### config.mk
export PLATFORM = sky130hd
export DESIGN_NAME = color_arbiter
export DESIGN_NICKNAME = d
export VERILOG_FILES = /design/src/rtl/color_pkg.sv /design/src/rtl/color_arb_rr.sv /design/src/rtl/color_arbiter.sv
export SDC_FILE = /design/constraint.sdc
export NUM_CORES = 1
export LEC_CHECK = 0
export BUFFER_PORTS_ARGS = -buffer_cell sky130_fd_sc_hd__buf_2
export CORE_UTILIZATION = 43
export CTS_BUF_LIST = sky130_fd_sc_hd__clkbuf_4 sky130_fd_sc_hd__clkbuf_8
export DETAILED_ROUTE_END_ITERATION = 8
export PLACE_DENSITY = 0.82
export SETUP_SLACK_MARGIN = 0.15
export SYNTH_ARGS = -nofsm -noshare
export SYNTH_HDL_FRONTEND = slang
export SYNTH_SLANG_ARGS = --single-unit
### constraint.sdc
create_clock -name clk -period 2.25 [get_ports clk]
set_input_delay 0 -clock clk [delete_from_list [all_inputs] [get_ports clk]]
set_output_delay 0 -clock clk [all_outputs]
set_load 0.01 [all_outputs]
### src/rtl/color_pkg.sv
// color_pkg: shared types and default constants for the colour-stream arbiter.
// Rev 1.0
`default_nettype none

package color_pkg;

  typedef struct {
    logic [7:0] r;
    logic [7:0] g;
    logic [7:0] b;
  } t_color;

  typedef enum logic {IDLE, GRANT} t_color_arb_state;

  localparam int COLOR_ARB_N     = 4;
  localparam int COLOR_ARB_BURST = 4;

endpackage

`default_nettype wire

### src/rtl/color_arb_rr.sv
// color_arb_rr: combinational round-robin picker, searches last+1, last+2, ... modulo N.
// Rev 1.0
`default_nettype none

module color_arb_rr
  import color_pkg::*;
#(
  parameter  int N  = COLOR_ARB_N,
  localparam int IW = $clog2(N)
) (
  input  logic [N-1:0]  req,
  input  logic [IW-1:0] last,
  output logic          any,
  output logic [IW-1:0] sel
);

  logic          found;
  logic [IW-1:0] idx;

  always_comb begin
    any   = |req;
    sel   = '0;
    found = 1'b0;
    idx   = '0;
    for (int i = 1; i <= N; i++) begin
      idx = IW'((int'(last) + i) % N);
      if (!found && req[idx]) begin
        sel   = idx;
        found = 1'b1;
      end
    end
  end

endmodule

`default_nettype wire

### src/rtl/color_arbiter.sv
// color_arbiter: round-robin burst arbiter feeding the RGB datapath through a registered stage.
// Rev 1.0 -- optional COLOR_ARB_LOCK_EN adds req_lock to extend a grant past BURST.
`default_nettype none

module color_arbiter
  import color_pkg::*;
#(
  parameter  int N     = COLOR_ARB_N,
  parameter  int BURST = COLOR_ARB_BURST,
  localparam int IW    = $clog2(N)
) (
  input  logic          clk,
  input  logic          rst,
`ifdef COLOR_ARB_LOCK_EN
  input  logic [N-1:0]  req_lock,
`endif
  input  logic [N-1:0]  req_vld,
  output logic [N-1:0]  req_rdy,
  input  t_color        req_color [N],
  output logic          out_vld,
  input  logic          out_rdy,
  output t_color        out_color,
  output logic [IW-1:0] out_id,
  output logic          busy
);

  localparam int            CW      = (BURST > 1) ? $clog2(BURST) : 1;
  localparam logic [CW-1:0] CNT_MAX = CW'(BURST - 1);

  t_color_arb_state state, state_nxt;
  logic [IW-1:0]    gnt;
  logic [IW-1:0]    last;
  logic [CW-1:0]    cnt;

  logic          rr_any;
  logic [IW-1:0] rr_sel;
  logic          is_grant;
  logic          slot_open;
  logic          xfer;
  logic          lock_g;
  logic          burst_end;
  logic          abandon;
  logic          grant_done;

  color_arb_rr #(.N(N)) u_rr (
    .req  (req_vld),
    .last (last),
    .any  (rr_any),
    .sel  (rr_sel)
  );

`ifdef COLOR_ARB_LOCK_EN
  assign lock_g = req_lock[gnt];
`else
  assign lock_g = 1'b0;
`endif

  assign is_grant   = (state == GRANT);
  assign slot_open  = !out_vld || out_rdy;
  assign xfer       = is_grant && slot_open && req_vld[gnt];
  assign burst_end  = xfer && (cnt == CNT_MAX) && !lock_g;
  // A requester that withdraws while it could have been accepted forfeits the grant.
  assign abandon    = is_grant && slot_open && !req_vld[gnt];
  assign grant_done = burst_end || abandon;
  assign busy       = is_grant;

  always_comb begin
    req_rdy = '0;
    if (is_grant) req_rdy[gnt] = slot_open;
  end

  always_comb begin
    state_nxt = state;
    case (state)
      IDLE:    if (rr_any) state_nxt = GRANT;
      GRANT:   if (grant_done) state_nxt = IDLE;
      default: state_nxt = IDLE;
    endcase
  end

  always_ff @(posedge clk or negedge rst) begin
    if (!rst) state <= IDLE;
    else      state <= state_nxt;
  end

  always_ff @(posedge clk or negedge rst) begin
    if (!rst) begin
      gnt       <= '0;
      last      <= IW'(N - 1);
      cnt       <= '0;
      out_vld   <= 1'b0;
      out_color <= '{r: 8'h00, g: 8'h00, b: 8'h00};
      out_id    <= '0;
    end else begin
      if (!is_grant && rr_any) begin
        gnt <= rr_sel;
        cnt <= '0;
      end
      // Saturating: only a locked grant can transfer past CNT_MAX.
      if (xfer && (cnt != CNT_MAX)) cnt <= cnt + 1'b1;
      if (grant_done) last <= gnt;
      if (xfer) begin
        out_vld   <= 1'b1;
        out_color <= req_color[gnt];
        out_id    <= gnt;
      end else if (out_rdy) begin
        out_vld <= 1'b0;
      end
    end
  end

endmodule

`default_nettype wire
==> results.ini <==
[floorplan]
ios = 135
row_count = 24
die_height_um = 70.4
dieArea_um2 = 4960
core_area_um2 = 4410
die_w_um = 70.4
initial_core_util_pct = 45.6

[pwr]
p_int_mw = 2.37
p_leak_nw = 1.40
p_comb_share_pct = 55.2
p_sw_share_pct = 35.7
pwr_density_cell_nw_per_um2 = 1300
power_mw = 3.68
vdd.ir_drop.worst_mv = 0.705
p_switching_mw = 1.31
pwr-share-clk_pct = 14.0
seqPwrFrac_pct = 30.8

[final_layout]
areaGrowthSynthToFinish_pct = 40.7
nNetsFinal = 377
fillerInstances = 343
seq_area_um2 = 855
drive_gt1_share_pct = 70.8
fin_area_um2 = 2830
n_antenna_cell = 0
multi_input_area_um2 = 1070

[run_status]
status = finished clean

[drt]
vias = 1770
firstDrtPassIters = 4
drtIter0Drc = 60
wl_per_cell_um = 16.0
drtAntennaViolNets = 0
drc = 0
drt-vias-per-instance = 5.43
drt-total-wl_um = 5220

[setup_path]
worstPathArrival_ns = 2.00
crit_path_start_kind = flip-flop
required_ns = 2.41
critical_path_class = reg -> reg
end_kind = flip-flop
crit_path_max_fanout = 29

[sta]
fin_crit_ns = 1.84
final-hold-violation-count = 0
slew_viol_final = 0
fin_crit_sh_pct = 81.7
fin_tns_setup_ns = 0
fin_worst_skew_ns = 0.00381
fmax_ghz = 0.544
max-slew-margin-rel_pct = 38.8
rsz0062_at_grt = false
worst_pin_slew_ns = 0.906
setup_viol = 0

[global_route]
grt_use_total_pct = 22.1
grt_pass1_vias = 1785
grt_pass1_wl_um = 8450
antenna_found_initial = 0
grt-ovfl-total = 0
grt_max_degree = 35

[synth]
synth-seq-area-share_pct = 42.4
synth_fp_nets = 241
yosys.area.top_type_share_pct = 39.8
avgSynthCellArea_um2 = 14.7
syn_inst = 137
synth_seq_cells = 34
synth_flop_cell = dfrtp_1
synth-async-reset-ratio_pct = 100
synth_top_area_cell = dfrtp_1
syn_area_um2 = 2010
yosysUniqueCellTypes = 27
synth_edf_count = 0
synth_warnings = 0
netlist_top_cells_area = dfrtp_1 40%, mux4_2 28%, mux2_2 11%, mux2_1 3.4%, dfstp_2 2.6%

[clocking]
cts_made_buffers = 5
post_cts_resized = 0
path_clk_slew_ns = 0.07
cts_max_level = 2
clock-sinks = 34
post_cts_buffers = 0
cts_root_buf = clkbuf_8
cts-hold-fix-buffers = 1
clkLatencyLatePin_ns = 0.27
cts_tree = built
clockBufferDepth = 2

[place]
gp_congestion = 0.804
port_buffers = 134
place_area_um2 = 2710
dp_hpwl_um = 4020

[flow_run]
max_cap_viol_count = 0

[worst_hold_path]
min_path_type = in -> reg

==> through the flow <==
step	util [%]	setup WS, ns	std cells	hold slack (ns)
2_1_floorplan	-	0.582	137	-0.296
6_report	64.1	0.413	326	0.0497
3_3_place_gp	61.4	0.465	317	0.100
3_5_place_dp	61.4	0.417	317	0.117
5_1_grt	64.1	0.324	326	0.0572
4_1_cts	64.1	0.415	326	0.0421
==> worst max-delay path, cell delays in order (launching register included) <==
cell,delay (ns)
dfrtp_1,0.37
mux4_2,0.54
nand3_2,0.09
buf_4,0.34
mux2_2,0.38
==> power groups by stage <==
| stage | registers, mW | logic [mW] | clock network, mW |
|---|---|---|---|
| floorplan | 1.23 | 1.39 | 0 |
| global placement | 1.13 | 1.99 | 0 |
| detailed placement | 1.15 | 2.06 | 0 |
| CTS | 1.14 | 2.07 | 0.534 |
| global route | 1.17 | 2.21 | 0.576 |
| finish | 1.13 | 2.03 | 0.516 |
==> cell type report <==
| type | instances | share of cell area (%) |
|---|---|---|
| Inverter | 6 | 0.796 |
| Multi-Input combinational cell | 87 | 37.7 |
| Clock buffer | 8 | 3.89 |
| Sequential cell | 34 | 30.2 |
| Tap cell | 52 | 2.30 |
| Timing Repair Buffer | 139 | 25.1 |
==> sequential cells by signal, indices dropped and copies added (netlist names) <==
signal     flops
out_vld        1
out_id         2
out_color     24
busy           1
cnt            2
last           2
gnt            2
==> cell families after synthesis <==
| group | share of synthesized area, % |
|---|---|
| AOI/OAI and AO/OA | 3.98 |
| adders and majority gates | 0.622 |
| buffers and inverters | 4.54 |
| DFF | 42.4 |
| muxes | 44.5 |
| and+or+nand+nor | 3.98 |
==> per-layer routing <==
metal	track usage, %	share of wire, %	vias up
met5	0	0	-
met3	5.77	5.5	4
met4	4.22	0.65	0
met2	39.2	56	73
li1	-	-	802
met1	27.3	38	891
==> cells in the mapped netlist (3+ instances only) <==
master    n
a21oi_1   3
buf_4     4
dfrtp_1  32
inv_1     6
mux2_1    6
mux2_2   19
mux2i_1   5
mux4_2   25
nand2_1   9
nor2_1    4
o21ai_0   4
==> worst paths after layout <==
kind,slack [ns],depth (start not counted),start,endpoint
setup / recovery,0.41,4,gnt[1],out_color[6]
max in group asynchronous,1.39,2,rst,gnt[0]
min in group asynchronous,0.33,2,rst,out_color[23]
hold reg to reg,0.49,1,out_color[20],out_color[20]
setup reg to reg,0.41,4,gnt[1],out_color[6]
hold / removal,0.05,3,req_vld[2],gnt[1]
==> placed cells by master (no fill, tap or decap), types with 2 or more instances in the layout <==
| cell type | n |
|---|---|
| mux4_2 | 25 |
| buf_4 | 4 |
| mux2_2 | 19 |
| nor2_1 | 4 |
| dfstp_2 | 2 |
| nand2_1 | 9 |
| a21oi_1 | 3 |
| o21ai_0 | 4 |
| dfrtp_1 | 31 |
| mux2i_1 | 5 |
| nor3_1 | 2 |
| mux2_1 | 6 |
| clkbuf_8 | 8 |
| buf_2 | 134 |
| inv_1 | 6 |
Power figures use the tool's default switching activity.
